## config.mk

```make
export PLATFORM = sky130hd
export DESIGN_NAME = fixed_matmul_tile_scheduler
export DESIGN_NICKNAME = d
export VERILOG_FILES = /design/src/rtl/fixed_matmul_tile_scheduler.sv
export SDC_FILE = /design/constraint.sdc
export NUM_CORES = 1
export LEC_CHECK = 0
export ABC_AREA = 1
export BUFFER_PORTS_ARGS = -buffer_cell sky130_fd_sc_hd__buf_2
export CAP_MARGIN = 20
export CORE_MARGIN = 5
export CORE_UTILIZATION = 34
export DETAILED_ROUTE_END_ITERATION = 10
export PLACE_DENSITY_LB_ADDON = 0.05
export SLEW_MARGIN = 5
export SYNTH_ARGS = -nofsm -noshare
export SYNTH_HDL_FRONTEND = slang
export SYNTH_SLANG_ARGS = --single-unit
```

## constraint.sdc

```tcl
create_clock -name clk -period 7.6 [get_ports clk]
set_clock_uncertainty 0.05 [all_clocks]
set_input_delay 0.38 -clock clk [delete_from_list [all_inputs] [get_ports clk]]
set_output_delay 0.38 -clock clk [all_outputs]
set_load 0.01 [all_outputs]
```

## src/rtl/fixed_matmul_tile_scheduler.sv

```systemverilog
// Tile scheduler for the int8 dequantising matmul core: walks row -> col -> depth fetch beats,
// tags returning results with their (row,col) tile and bounds in-flight tiles with credits.
module fixed_matmul_tile_scheduler #(
   parameter int unsigned IN_DEPTH        = 3,
   parameter int unsigned MAX_ROW_TILES   = 16,
   parameter int unsigned MAX_COL_TILES   = 16,
   parameter int unsigned MAX_OUTSTANDING = 2,
   localparam int unsigned ROW_W = ($clog2(MAX_ROW_TILES) > 1) ? $clog2(MAX_ROW_TILES) : 1,
   localparam int unsigned COL_W = ($clog2(MAX_COL_TILES) > 1) ? $clog2(MAX_COL_TILES) : 1,
   localparam int unsigned K_W   = ($clog2(IN_DEPTH) > 1) ? $clog2(IN_DEPTH) : 1,
   localparam int unsigned CRD_W = $clog2(MAX_OUTSTANDING + 1)
) (
   input  logic             clk,
   input  logic             rst,
   input  logic             start,
   input  logic [ROW_W:0]   cfg_row_tiles,
   input  logic [COL_W:0]   cfg_col_tiles,
   output logic             busy,
   output logic             done,
   output logic             req_valid,
   input  logic             req_ready,
   output logic [ROW_W-1:0] req_row,
   output logic [COL_W-1:0] req_col,
   output logic [K_W-1:0]   req_k,
   output logic             req_last,
   input  logic             core_out_valid,
   output logic             core_out_ready,
   output logic             sink_valid,
   input  logic             sink_ready,
   output logic [ROW_W-1:0] sink_row,
   output logic [COL_W-1:0] sink_col
);

   localparam int unsigned TOT_W = ROW_W + COL_W + 2;
   localparam logic [ROW_W:0]   RowMax = (ROW_W + 1)'(MAX_ROW_TILES);
   localparam logic [COL_W:0]   ColMax = (COL_W + 1)'(MAX_COL_TILES);
   localparam logic [K_W-1:0]   KLast  = K_W'(IN_DEPTH - 1);
   localparam logic [CRD_W-1:0] CrdMax = CRD_W'(MAX_OUTSTANDING);

   typedef enum logic [1:0] {StIdle, StIssue, StDrain, StDone} state_e;

   state_e             state_q, state_d;
   logic [ROW_W:0]     rows_q, rows_d;
   logic [COL_W:0]     cols_q, cols_d;
   logic [ROW_W-1:0]   r_q, r_d, out_r_q, out_r_d;
   logic [COL_W-1:0]   c_q, c_d, out_c_q, out_c_d;
   logic [K_W-1:0]     k_q, k_d;
   logic [TOT_W-1:0]   out_cnt_q, out_cnt_d;
   logic [CRD_W-1:0]   credit_q, credit_d;

   logic [ROW_W:0]     rows_clamp;
   logic [COL_W:0]     cols_clamp;
   logic [TOT_W-1:0]   total;
   logic               k_last, c_last, r_last, out_c_last;
   logic               req_fire, out_fire, credit_inc, credit_dec;

   always_comb begin
      rows_clamp = (cfg_row_tiles > RowMax) ? RowMax : cfg_row_tiles;
      cols_clamp = (cfg_col_tiles > ColMax) ? ColMax : cfg_col_tiles;
   end

   assign total      = TOT_W'(rows_q) * TOT_W'(cols_q);
   assign k_last     = (k_q == KLast);
   assign c_last     = ({1'b0, c_q} == cols_q - 1'b1);
   assign r_last     = ({1'b0, r_q} == rows_q - 1'b1);
   assign out_c_last = ({1'b0, out_c_q} == cols_q - 1'b1);

   // A tile already in progress may always finish its depth beats; only new tiles need credit.
   assign req_valid = (state_q == StIssue) && ((k_q != '0) || (credit_q < CrdMax));
   assign req_row   = r_q;
   assign req_col   = c_q;
   assign req_k     = k_q;
   assign req_last  = k_last;

   assign sink_valid     = core_out_valid;
   assign core_out_ready = sink_ready;
   assign sink_row       = out_r_q;
   assign sink_col       = out_c_q;

   assign busy = (state_q == StIssue) || (state_q == StDrain);
   assign done = (state_q == StDone);

   assign req_fire   = req_valid && req_ready;
   assign out_fire   = core_out_valid && sink_ready;
   assign credit_inc = req_fire && (k_q == '0);
   assign credit_dec = out_fire && (credit_q != '0);

   always_comb begin
      state_d   = state_q;
      rows_d    = rows_q;
      cols_d    = cols_q;
      r_d       = r_q;
      c_d       = c_q;
      k_d       = k_q;
      out_r_d   = out_r_q;
      out_c_d   = out_c_q;
      out_cnt_d = out_cnt_q;
      credit_d  = credit_q;

      case ({credit_inc, credit_dec})
         2'b10:   credit_d = credit_q + 1'b1;
         2'b01:   credit_d = credit_q - 1'b1;
         default: credit_d = credit_q;
      endcase

      if (out_fire) begin
         out_cnt_d = out_cnt_q + 1'b1;
         if (out_c_last) begin
            out_c_d = '0;
            out_r_d = out_r_q + 1'b1;
         end else begin
            out_c_d = out_c_q + 1'b1;
         end
      end

      case (state_q)
         StIdle: begin
            if (start) begin
               rows_d    = rows_clamp;
               cols_d    = cols_clamp;
               r_d       = '0;
               c_d       = '0;
               k_d       = '0;
               out_r_d   = '0;
               out_c_d   = '0;
               out_cnt_d = '0;
               // An empty run still spends one busy cycle in drain, which sees zero tiles.
               if ((rows_clamp == '0) || (cols_clamp == '0)) state_d = StDrain;
               else                                          state_d = StIssue;
            end
         end
         StIssue: begin
            if (req_fire) begin
               if (k_last) begin
                  k_d = '0;
                  if (c_last) begin
                     c_d = '0;
                     if (r_last) begin
                        r_d     = '0;
                        state_d = StDrain;
                     end else begin
                        r_d = r_q + 1'b1;
                     end
                  end else begin
                     c_d = c_q + 1'b1;
                  end
               end else begin
                  k_d = k_q + 1'b1;
               end
            end
         end
         StDrain: begin
            if (out_cnt_d == total) state_d = StDone;
         end
         StDone: begin
            state_d = StIdle;
         end
         default: state_d = StIdle;
      endcase
   end

   always_ff @(posedge clk or posedge rst) begin
      if (rst) begin
         state_q   <= StIdle;
         rows_q    <= '0;
         cols_q    <= '0;
         r_q       <= '0;
         c_q       <= '0;
         k_q       <= '0;
         out_r_q   <= '0;
         out_c_q   <= '0;
         out_cnt_q <= '0;
         credit_q  <= '0;
      end else begin
         state_q   <= state_d;
         rows_q    <= rows_d;
         cols_q    <= cols_d;
         r_q       <= r_d;
         c_q       <= c_d;
         k_q       <= k_d;
         out_r_q   <= out_r_d;
         out_c_q   <= out_c_d;
         out_cnt_q <= out_cnt_d;
         credit_q  <= credit_d;
      end
   end

   no_result_without_credit: assert property (
      @(posedge clk) disable iff (rst) core_out_valid |-> (credit_q != '0)
   );

endmodule
```

# Word-level counts from Yosys, hierarchy flattened
# Cells that the tools add are included.
dict set report word_totals {
  register_bits 42
  output_inout_bits 24
}
dict set report op_classes {
  n_addsub 10
  mul 1
  order_cmp 3
  n_eq_ne 16
  mux 36
  reduce_logical 21
}
# cell n
set op_table {}
lappend op_table {{$mux W4} 16}
lappend op_table {{$mux W10} 3}
lappend op_table {{$mux W2} 10}
lappend op_table {{$add A4 B1 Y4 const B} 4}
lappend op_table {{$pmux W4 S2} 2}
lappend op_table {{$eq A4 B5 Y1} 3}
lappend op_table {{$add A10 B1 Y10 const B} 1}
lappend op_table {{$eq A10 B10 Y1} 1}
lappend op_table {{$gt A5 B5 Y1 const B} 2}
lappend op_table {{$logic_not A5 Y1} 2}
lappend op_table {{$mul A5 B5 Y10} 1}
lappend op_table {{$mux W5} 2}
lappend op_table {{$ne A2 B2 Y1 const B} 5}
lappend op_table {{$sub A5 B1 Y5 const B} 2}
lappend op_table {{$eq A2 B2 Y1 const B} 4}
lappend op_table {{$pmux W2 S2} 2}
lappend op_table {{$pmux W2 S4} 1}
lappend op_table {{$reduce_bool A2 Y1} 4}
lappend op_table {{$reduce_and A6 Y1} 1}
lappend op_table {{$logic_and A1 B1 Y1} 5}
lappend op_table {{$reduce_and A5 Y1} 1}
lappend op_table {{$add A2 B1 Y2 const B} 2}
lappend op_table {{$eq A2 B1 Y1 const B} 2}
lappend op_table {{$logic_not A2 Y1} 2}
lappend op_table {{7 further kinds} 9}

# Logic depth before layout (Yosys ltp)
# Gate-level depths: netlist of run 1.
dict set report depth {
  ltp_word 7
  depth_mapped 25
}

# Worst setup path before layout of run 1
# Ideal clock, no wire load.
dict set report synth_timing {
  path_type {flip-flop to flip-flop}
  start {register cols_q[4]}
  end {register state_q[0]}
  setup_ns 0.117
  t_arrival_ns 3.430
  setup_slack_ns 4.004
  path_stages_with_launch 22
  period_less_slack_ns 3.596
  path_cell_list {dfrtp_1 > clkbuf_1 > nand2_1 > fa_1 > fa_1 > inv_1 > fa_1 > ha_1 > inv_1 > nand2_1 > nand3_1 > nand2_1 > nand2_1 > nand2_1 > nand2_1 > nand2_1 > nor2_1 > nand3_1 > nand2_1 > nand2_1 > nand2_1 > nand2_1}
}
dict set report synth_between {
  elab_chain_cells 4
}
# item line
set synth_rtl {}
lappend synth_rtl {{start, declared} 44} ;# logic [COL_W:0] cols_q, cols_d;
lappend synth_rtl {{start signal, assigned} 177} ;# cols_q <= cols_d;
lappend synth_rtl {{$mul A5 B5 Y10 or $sub A5 B1 Y5 (tied branches)} {62, 64}}
lappend synth_rtl {{$eq A10 B10 Y1 or $eq A4 B5 Y1 (tied branches)} {153, 64}}
lappend synth_rtl {{$ne A2 B1 Y1 (no source line) or $ne A2 B2 Y1 (tied branches)} n/a}
lappend synth_rtl {{$reduce_and A6 Y1 (no source line) (*)} n/a}
lappend synth_rtl {{end signal, assigned} 164} ;# state_q <= StIdle;
lappend synth_rtl {{end signal, assigned} 175} ;# state_q <= state_d;
lappend synth_rtl {{end, declared} 42} ;# state_e state_q, state_d;
# Every way passes the cells marked *; elsewhere a longest branch is shown, timed or not.
# A chain may end at the register's enable or synchronous reset.

# Final worst setup path of run 1
dict set report layout_timing {
  start {register rows_q[0]}
  end {register state_q[0]}
}
dict set report layout_between {
  elab_chain_cells 4
}
# item line
set layout_rtl {}
lappend layout_rtl {{start, declared} 43} ;# logic [ROW_W:0] rows_q, rows_d;
lappend layout_rtl {{start signal, assigned} 176} ;# rows_q <= rows_d;
lappend layout_rtl {{$mul A5 B5 Y10 or $sub A5 B1 Y5 (tied branches)} {62, 65}}
lappend layout_rtl {{$eq A10 B10 Y1 or $eq A4 B5 Y1 (tied branches)} {153, 65}}
lappend layout_rtl {{$ne A2 B1 Y1 (no source line) or $ne A2 B2 Y1 (tied branches)} n/a}
lappend layout_rtl {{$reduce_and A6 Y1 (no source line) (*)} n/a}
# Marked as above.

==> results of run 1 <==
-- synth_stat cells, drive strengths merged (7+ instances only) --
| cell type | count | share of area, % |
|---|---|---|
| dfrtp | 42 | 29 |
| xor2 | 10 | 2.4 |
| nand4 | 11 | 1.9 |
| nand2 | 153 | 16 |
| a21oi | 18 | 2.5 |
| xnor2 | 10 | 2.4 |
| inv | 90 | 9.2 |
| ha | 30 | 10 |
| fa | 9 | 4.9 |
| buf | 7 | 1.3 |
| nand3 | 41 | 5.7 |
| o21ai | 21 | 3.4 |
| nor2 | 55 | 7.2 |
-- stage by stage --
step | setup slack [ns] | util (%) | hold slack [ns]
finish | 3.71 | 38.1 | 0.123
global route | 3.33 | 38.1 | 0.186
CTS | 3.68 | 38.1 | 0.144
detailed placement | 3.69 | 37.2 | 0.466
global placement | 3.77 | 37.2 | 0.466
floorplan | 4.00 | - | 0.433
-- critical path, cell delays in order (launching register included) --
cell     delay (ns)
dfrtp_1        0.49
nand2_1        0.12
fa_1           0.52
fa_1           0.54
inv_1          0.05
fa_1           0.47
ha_1           0.40
inv_1          0.06
nand2_1        0.12
nand3_1        0.12
nand3_1        0.12
nand2_1        0.06
nand2_1        0.05
nand2_1        0.05
nor2_1         0.13
nand3_1        0.13
nand2_1        0.12
nand2_1        0.07
nand2_1        0.06
nand2_1        0.05
-- logic make-up (layout without fill, tap and decap cells) --
logic type	count (synthesis)	after routing	synth area share, %
AO/OA/AOI/OAI	45	45	7.31
XOR/XNOR	20	20	4.76
adder cells (fa/ha/maj)	39	39	15.1
buffers and inverters	102	139	11.0
flip-flops	42	42	28.5
AND/OR/NAND/NOR	274	274	33.3
-- flip-flops by register name, summed over array words and instances (netlist names) --
signal,count
cols_q,5
rows_q,5
req_row,4
req_k,2
req_col,4
credit_q,2
out_cnt_q,10
sink_col,4
state_q,2
sink_row,4
-- power groups by stage --
stage	clock network [W]	registers, W	logic, W
floorplan	0	0.000372	0.000791
global placement	0	0.000411	0.000999
detailed placement	0	0.000414	0.000993
CTS	0.000174	0.000410	0.00100
global route	0.000180	0.000427	0.00115
finish	0.000165	0.000408	0.000980
-- cells in the final DEF, fill, tap and decap left out, drive strengths merged --
master    Yosys  final
clkinv        1      3
fa            9      9
o21ai        21     21
xor2         10     10
nand4        11     11
nand2       153    153
o21a          3      3
nor2         55     55
o31ai         1      1
and2          1      1
a31oi         1      1
inv          90     89
a221o         1      1
clkinvlp      0      1
xnor2        10     10
dfrtp        42     42
nor3          6      6
buf           7     40
nand3        41     41
nand3b        5      5
or2           2      2
ha           30     30
clkbuf        4      6
a21oi        18     18
-- area by class of cell --
type | instances | area, sq um
Sequential cell | 42 | 1050
Fill cell | 1196 | 6650
Timing Repair Buffer | 40 | 203
Clock inverter | 2 | 12.5
Multi-Input combinational cell | 378 | 2230
Tap cell | 140 | 175
Clock buffer | 6 | 82.6
Inverter | 91 | 343
-- worst max path at each step --
stage / endpoint / slack, ns / startpoint
3_5_place_dp: state_q[0] / 3.69 / cols_q[4]
6_report: state_q[0] / 3.71 / rows_q[0]
4_1_cts: state_q[1] / 3.68 / rows_q[0]
3_3_place_gp: state_q[0] / 3.77 / rows_q[0]
5_1_grt: state_q[0] / 3.33 / rows_q[0]
2_1_floorplan: state_q[0] / 4.00 / cols_q[4]
-- routing by layer --
layer | global-route usage, % | part of all wire (%) | up-vias
met4 | 3.56 | 1.1 | 0
li1 | - | - | 1701
met2 | 25.9 | 48 | 41
met1 | 19.0 | 48 | 1496
met5 | 0 | 0 | -
met3 | 3.65 | 3.1 | 9
==> impl_metrics.env, run 1 <==
export IMPL_placed_area_sq_um=4000
export IMPL_slew_headroom_pct=53.8
export IMPL_core_sq_um=10700
export IMPL_grt_pass1_wl_mm=15.6
export IMPL_antenna_found_initial=0
export IMPL_r2r_setup_slack_ns=3.71
export IMPL_power_switching_w=0.000803
export IMPL_netlist_area_sq_um=3680
export IMPL_r2r_start="rows_q[0]"
export IMPL_switching_share_pct=51.7
export IMPL_power_frac_comb_pct=63.1
export IMPL_layout_nets=613
export IMPL_period_minus_slack_ns=3.89
export IMPL_critPathRequiredTime_ns=7.77
export IMPL_clk_pin_slew_ns=0.10
export IMPL_synth_edf_count=0
export IMPL_cts_max_level=2
export IMPL_cts_tree="yes"
export IMPL_numCtsBuffers=5
export IMPL_drv_slew=0
export IMPL_p_seq_share_pct=26.3
export IMPL_maxCapViolCount=0
export IMPL_drt_initial_drc_count=146
export IMPL_p_per_area_nw_per_um2=379
export IMPL_final_area_sq_um=4090
export IMPL_cts_sinks=42
export IMPL_synthToLayoutAreaGrowth_pct=11.1
export IMPL_grt_start_max_net_pins=43
export IMPL_clk_path_buf_depth=2
export IMPL_tns_ns=0
export IMPL_status="finished clean"
export IMPL_power_w=0.00155
export IMPL_dp_cells=691
export IMPL_avgSynthCellArea_sq_um=7.05
export IMPL_wire_per_inst_um=12.8
export IMPL_first_pass_iters=4
export IMPL_placementRows=38
export IMPL_drive_gt1_share_pct=13.2
export IMPL_setup_viol=0
export IMPL_via_per_inst=4.65
export IMPL_synth_cells=522
export IMPL_io_buffer_count=39
export IMPL_cts_resized=0
export IMPL_grt_setup_unrepaired="false"
export IMPL_route_detailed_drc=0
export IMPL_ir_drop_v=0.000161
export IMPL_tightest_slew_ns=0.692
export IMPL_initial_core_util_pct=34.3
export IMPL_fmax_mhz=257
export IMPL_boundaryPins=40
export IMPL_hold_viol_final=0
export IMPL_ys_seq_area_share_pct=28.5
export IMPL_instances_no_fill=699
export IMPL_critical_path_class="reg -> reg"
export IMPL_worstPathArrival_ns=4.06
export IMPL_ys_async_sr_fraction_pct=100
export IMPL_yosysWarningCount=0
export IMPL_synth_fp_nets=577
export IMPL_num_vias=3247
export IMPL_antenna_cells=0
export IMPL_cp_max_fo=7
export IMPL_grt_pass1_vias=3291
export IMPL_synth_ff_type="dfrtp_1"
export IMPL_hold_class="in -> async"
export IMPL_clockPowerShare_pct=10.6
export IMPL_synth_distinct_cells=37
export IMPL_clk_latency_ns=0.33
export IMPL_fp_dieH_um=114
export IMPL_ys_ff_latch=42
export IMPL_period_share_pct=51.2
export IMPL_wl_mm=8.97
export IMPL_reg2reg_to="state_q[0]"
export IMPL_hpwl_mm=7.23
export IMPL_grt_total_usage_pct=15.0
export IMPL_cts_hold_buf=0
export IMPL_grt_overflow_total=0
export IMPL_place_congestion=0.811
export IMPL_end_kind="flop"
export IMPL_root_buffer="clkbuf_8"
export IMPL_worstRegToRegCells=19
export IMPL_dieArea_sq_um=13000
export IMPL_cts_setup_buffers=0
export IMPL_p_int_w=0.000749
export IMPL_final_antenna_net_count=0
export IMPL_die_w_um=114
export IMPL_crit_path_start_kind="flop"
export IMPL_p_leak_nw=2.30
Note: power is estimated with default switching activity, not from simulation.
==> run 2: changes to the inputs <==
--- a/config.mk
+++ b/config.mk
@@ -5,7 +5,7 @@
 export SDC_FILE = /design/constraint.sdc
 export NUM_CORES = 1
 export LEC_CHECK = 0
-export ABC_AREA = 1
+export ABC_AREA = 0
 export BUFFER_PORTS_ARGS = -buffer_cell sky130_fd_sc_hd__buf_2
 export CAP_MARGIN = 20
 export CORE_MARGIN = 5
==> constraint.sdc (replaced) <==
create_clock -name clk -period 4.1 [get_ports clk]
set_clock_uncertainty 0.05 [all_clocks]
set_input_delay 0.205 -clock clk [delete_from_list [all_inputs] [get_ports clk]]
set_output_delay 0.205 -clock clk [all_outputs]
set_load 0.01 [all_outputs]
==> impl_metrics.env, run 2 <==
export IMPL_io_buffer_count=39
export IMPL_synth_distinct_cells=54
export IMPL_critPathRequiredTime_ns=4.24
export IMPL_hold_viol_final=14
export IMPL_synthToLayoutAreaGrowth_pct=13.1
export IMPL_synth_ff_type="dfrtp_1"
export IMPL_wire_per_inst_um=14.7
export IMPL_grt_start_max_net_pins=43
export IMPL_maxCapViolCount=0
export IMPL_ys_async_sr_fraction_pct=100
export IMPL_largest_reg_flops=10
export IMPL_layout_nets=487
export IMPL_synthTopCellsByArea="dfrtp_1, ha_1, xnor2_1"
export IMPL_top_layer="met4"
export IMPL_top_regs="out_cnt_q: 10 flops, cols_q: 5 flops, rows_q: 5 flops"
export IMPL_antenna_cells=0
export IMPL_met1Wirelength_mm=4.11
export IMPL_core_sq_um=10200
export IMPL_synth_top_area_share_pct=29.9
export IMPL_hpwl_mm=6.49
export IMPL_fin_util_pct=39.0
export IMPL_post_synth_top_count_cell="nand2_1"
export IMPL_grt_overflow_total=0
export IMPL_synth_compound_area_share_pct=11.3
export IMPL_final_antenna_net_count=0
export IMPL_first_pass_iters=4
export IMPL_dp_cells=561
export IMPL_cp_max_fo=3
export IMPL_die_w_um=112
export IMPL_grt_total_usage_pct=13.7
export IMPL_status="finished, violations left"
export IMPL_final_area_sq_um=3970
export IMPL_wl_met2_mm=3.80
export IMPL_crit_start="cols_q[4]"
export IMPL_ir_drop_v=0.000259
export IMPL_ys_ff_latch=42
export IMPL_r2r_start="cols_q[4]"
export IMPL_mostFrequentLayoutCells="nand2_1, dfrtp_1, buf_2"
export IMPL_grt_pass1_vias=2845
export IMPL_p_leak_nw=1.96
export IMPL_wl_mm=8.37
export IMPL_fmax_mhz=255
export IMPL_crit_path_start_kind="flop"
export IMPL_cts_setup_buffers=0
export IMPL_synth_area_leader_cell="dfrtp_1"
export IMPL_top_register="out_cnt_q"
export IMPL_period_share_pct=95.6
export IMPL_synth_simple_gate_area_share_pct=22.1
export IMPL_fill_cells=1074
export IMPL_synth_fp_nets=449
export IMPL_route_detailed_drc=0
export IMPL_via_per_inst=4.91
export IMPL_drt_initial_drc_count=81
export IMPL_instances_no_fill=569
export IMPL_antenna_found_initial=0
export IMPL_cts_max_level=2
export IMPL_layout_commonest_cell="nand2_1"
export IMPL_synthTopCellsByCount="nand2_1, dfrtp_1, nor2_1"
export IMPL_place_congestion=0.849
export IMPL_synth_edf_count=0
export IMPL_fp_dieH_um=112
export IMPL_avgSynthCellArea_sq_um=8.91
export IMPL_holdWs_ns=-0.0157
export IMPL_yosysWarningCount=0
export IMPL_root_buffer="clkbuf_8"
export IMPL_yosys_area_share_xor_xnor_pct=13.1
export IMPL_numCtsBuffers=5
export IMPL_synth_cells=394
export IMPL_clk_path_buf_depth=2
export IMPL_drv_slew=0
export IMPL_wl_met3_um=357
export IMPL_muxShareOfSynthArea_pct=1.53
export IMPL_critical_path_class="reg -> reg"
export IMPL_p_per_area_nw_per_um2=653
export IMPL_cts_tree="yes"
export IMPL_cts_resized=0
export IMPL_num_vias=2793
export IMPL_netlist_area_sq_um=3510
export IMPL_drive_gt1_share_pct=16.2
export IMPL_hold_class="in -> async"
export IMPL_violations="hold timing"
export IMPL_clk_latency_ns=0.30
export IMPL_boundaryPins=40
export IMPL_cts_sinks=42
export IMPL_grt_pass1_wl_mm=14.1
export IMPL_synthAdderAreaFrac_pct=15.8
export IMPL_synth_top_family_by_area="simple AND/OR/NAND/NOR gates"
export IMPL_placementRows=37
export IMPL_placed_area_sq_um=3860
export IMPL_dieArea_sq_um=12500
export IMPL_end_kind="flop"
export IMPL_worstPathArrival_ns=4.06
export IMPL_tightest_slew_ns=0.805
export IMPL_ys_seq_area_share_pct=29.9
export IMPL_clk_pin_slew_ns=0.09
export IMPL_initial_core_util_pct=34.5
export IMPL_period_minus_slack_ns=3.92
export IMPL_slew_headroom_pct=46.0
export IMPL_setup_viol=0
export IMPL_cts_hold_buf=0
-- run 2: changes by cell type after synthesis, moves of 5 or more --
cell and delta:
inv_1 -52, clkbuf_1 +8, and2_1 +12, nand3_1 -32, and3_1 +5, a21oi_1 -6, nor2_1 -11, nand4_1 -5
xor2_1 +7, xnor2_1 +15, o21ai_0 -5, nand2_1 -98
-- run 2: path summary, 6_finish.rpt --
kind / to / slack, ns / depth (start not counted)
worst max-delay path: state_q[1] / 0.18 / 14
min in group clk: rows_q[4] / 0.10 / 3
worst max register to register: state_q[1] / 0.18 / 14
worst min-delay path: sink_row[2] / -0.02 / 3
max in group asynchronous: out_cnt_q[6] / 3.61 / 3
worst min register to register: credit_q[1] / 0.46 / 1
-- run 2: final cells by class --
cell class	count	area, sq um	share of cell area, %
clock buffers	6	72.6	1.83
clock inverters	2	13.8	0.346
inverters	34	128	3.21
multi-input cells	299	2260	56.9
flip-flops and latches	42	1050	26.4
well taps	136	170	4.28
repair buffers	50	278	6.99
-- run 2: per-stage QoR --
step                      hold WS, ns  total power, W  TNS, ns  setup slack [ns]
after floorplan                 0.260         0.00188        0            0.0908
after global placement          0.338         0.00230        0            0.0825
after detailed placement        0.340         0.00230        0            0.0870
after CTS                     0.00375         0.00260        0            0.0598
after global routing           0.0523         0.00287  -0.0452           -0.0276
final                         -0.0157         0.00259        0             0.181
-- run 2: where the power goes --
group | switching, W | internal, W
sequential | 0.000167 | 0.000537
combinational | 0.000878 | 0.000728
clock | 0.000163 | 0.000121
-- run 2: cell families (layout without fill, tap and decap cells) --
logic type,after synthesis,after routing
buf+inv,53,92
mux,5,5
simple gates,154,154
compound gates,55,55
fa+ha+maj,39,39
flops,42,42
xor+xnor,46,46
-- run 2: worst max-delay path: stages (launching register included) --
cell and delay [ns]:
dfrtp_1 0.36, nand2_1 0.08, fa_1 0.52, fa_1 0.55
inv_1 0.05, fa_1 0.60, ha_4 0.23, xnor2_1 0.13
xnor2_1 0.21, o41a_1 0.17, o21ai_0 0.11, nor4b_2 0.26
buf_4 0.17, a311oi_1 0.08, a211o_1 0.24
-- run 2: layer usage --
layer  vias to the layer above  track usage (%)
met3                         8             2.45
met5                         -                0
met1                      1338             19.4
met2                        41             21.9
li1                       1406                -
met4                         0             3.16
==> run 3: changes to the inputs <==
==> constraint.sdc (replaced) <==
create_clock -name clk -period 4 [get_ports clk]
set_clock_uncertainty 0.05 [all_clocks]
set_input_delay 0.2 -clock clk [delete_from_list [all_inputs] [get_ports clk]]
set_output_delay 0.2 -clock clk [all_outputs]
set_load 0.01 [all_outputs]
==> impl_metrics.env, run 3 (synthesized netlist as in run 2, its figures left out) <==
export IMPL_hold_depth=3
export IMPL_hold_class="in -> reg"
export IMPL_dieArea_sq_um=12500
export IMPL_clk_pin_slew_ns=0.09
export IMPL_wire_per_inst_um=14.6
export IMPL_io_buffer_count=39
export IMPL_grt_overflow_total=0
export IMPL_min_to="rows_q[4]"
export IMPL_reg2reg_to="state_q[1]"
export IMPL_top_register="out_cnt_q"
export IMPL_fp_dieH_um=112
export IMPL_grt_pass1_wl_mm=14.3
export IMPL_root_buffer="clkbuf_8"
export IMPL_worstPathArrival_ns=4.01
export IMPL_antenna_found_initial=0
export IMPL_layout_commonest_cell="nand2_1"
export IMPL_hpwl_mm=6.50
export IMPL_ir_drop_v=0.000303
export IMPL_critPathRequiredTime_ns=4.15
export IMPL_instances_no_fill=571
export IMPL_dp_cells=562
export IMPL_r2r_start="cols_q[2]"
export IMPL_cts_tree="yes"
export IMPL_initial_core_util_pct=34.5
export IMPL_placementRows=37
export IMPL_num_vias=2791
export IMPL_p_leak_nw=1.99
export IMPL_power_switching_w=0.00126
export IMPL_route_detailed_drc=0
export IMPL_worstRegToRegCells=14
export IMPL_power_frac_comb_pct=61.5
export IMPL_mostFrequentLayoutCells="nand2_1, dfrtp_1, buf_2"
export IMPL_period_minus_slack_ns=3.86
export IMPL_end_kind="flop"
export IMPL_cp_max_fo=4
export IMPL_slew_headroom_pct=45.2
export IMPL_cts_setup_buffers=0
export IMPL_largest_reg_flops=10
export IMPL_p_seq_share_pct=25.8
export IMPL_tightest_slew_ns=0.818
export IMPL_p_per_area_nw_per_um2=690
export IMPL_period_share_pct=96.5
export IMPL_seqCellArea_sq_um=1050
export IMPL_synthToLayoutAreaGrowth_pct=15.8
export IMPL_status="finished clean"
export IMPL_crit_path_start_kind="flop"
export IMPL_boundaryPins=40
export IMPL_clk_latency_ns=0.31
export IMPL_setup_viol=0
export IMPL_numCtsBuffers=5
export IMPL_grt_pass1_vias=2905
export IMPL_multi_input_area_sq_um=2310
export IMPL_fill_cells=1061
export IMPL_first_pass_iters=4
export IMPL_die_w_um=112
export IMPL_power_w=0.00281
export IMPL_fmax_mhz=259
export IMPL_via_per_inst=4.89
export IMPL_place_congestion=0.830
export IMPL_p_int_w=0.00154
export IMPL_switching_share_pct=45.0
export IMPL_critical_path_class="reg -> reg"
export IMPL_core_sq_um=10200
export IMPL_top_regs="out_cnt_q: 10 flops, cols_q: 5 flops, rows_q: 5 flops"
export IMPL_wl_mm=8.35
export IMPL_clockPowerShare_pct=12.7
export IMPL_final_antenna_net_count=0
export IMPL_cts_max_level=2
export IMPL_antenna_cells=0
export IMPL_r2r_setup_slack_ns=0.14
export IMPL_clk_path_buf_depth=2
export IMPL_maxCapViolCount=0
export IMPL_grt_total_usage_pct=14.1
export IMPL_cts_sinks=42
export IMPL_min_from="cfg_row_tiles[4]"
export IMPL_drive_gt1_share_pct=17.7
export IMPL_grt_start_max_net_pins=43
export IMPL_layout_nets=489
export IMPL_fin_util_pct=39.9
export IMPL_drv_slew=0
export IMPL_hold_viol_final=0
export IMPL_drt_initial_drc_count=71
==> run 3: area by class of cell <==
| cell class | count | share of cell area [%] |
|---|---|---|
| Multi-Input combinational cell | 299 | 56.9 |
| Timing Repair Buffer | 52 | 7.26 |
| Tap cell | 136 | 4.18 |
| Inverter | 34 | 3.14 |
| Clock buffer | 6 | 1.78 |
| Clock inverter | 2 | 0.923 |
| Sequential cell | 42 | 25.8 |
==> run 3: power groups by stage <==
stage	registers [W]	clock network (W)	logic (W)
floorplan	0.000682	0	0.00124
global placement	0.000729	0	0.00163
detailed placement	0.000730	0	0.00164
CTS	0.000721	0.000371	0.00166
global route	0.000750	0.000387	0.00194
finish	0.000723	0.000357	0.00173
==> run 3: metrics by stage <==
stage	hold WS (ns)	cell area [sq um]	TNS, ns	setup WS (ns)
finish	0.0868	4070	0	0.142
global route	0.0865	4070	-0.000768	-0.000768
CTS	0.0795	4000	0	0.00135
detailed placement	0.327	3870	-0.0589	-0.0589
global placement	0.328	3870	0	0.00293
floorplan	0.255	3510	0	0.113
==> run 3: worst max-delay path: stages (launching register included) <==
cell      delay [ns]
dfrtp_1         0.40
nand2_2         0.07
fa_1            0.50
fa_1            0.55
inv_1           0.05
fa_1            0.47
ha_4            0.33
xnor2_4         0.12
xnor2_2         0.14
o41a_1          0.16
o21ai_1         0.09
nor4b_2         0.32
buf_4           0.17
a311oi_1        0.08
a211o_1         0.24
==> run 3: worst max path at each step <==
| stage | startpoint | end |
|---|---|---|
| 6_report | cols_q[2] | state_q[1] |
| 5_1_grt | cols_q[2] | state_q[1] |
| 4_1_cts | rows_q[0] | state_q[1] |
| 3_5_place_dp | rows_q[0] | state_q[1] |
| 3_3_place_gp | rows_q[0] | state_q[1] |
| 2_1_floorplan | cols_q[2] | state_q[1] |
==> run 3: per-layer routing <==
| metal | part of all wire, % | track usage [%] |
|---|---|---|
| met1 | 50 | 19.6 |
| met3 | 3.0 | 2.77 |
| met2 | 46 | 22.5 |
| met5 | 0 | 0 |
| met4 | 1.2 | 3.97 |
==> run 3: what timing repair did <==
action / 4_1_cts / 5_1_grt
endpoints found under the hold margin: 27 / 0
hold buffers: 1 / 0
cloned: 0 / 0
gates resized for setup: 1 / 10
endpoints found under the setup margin: 2 / 2
pin swaps: 0 / 7
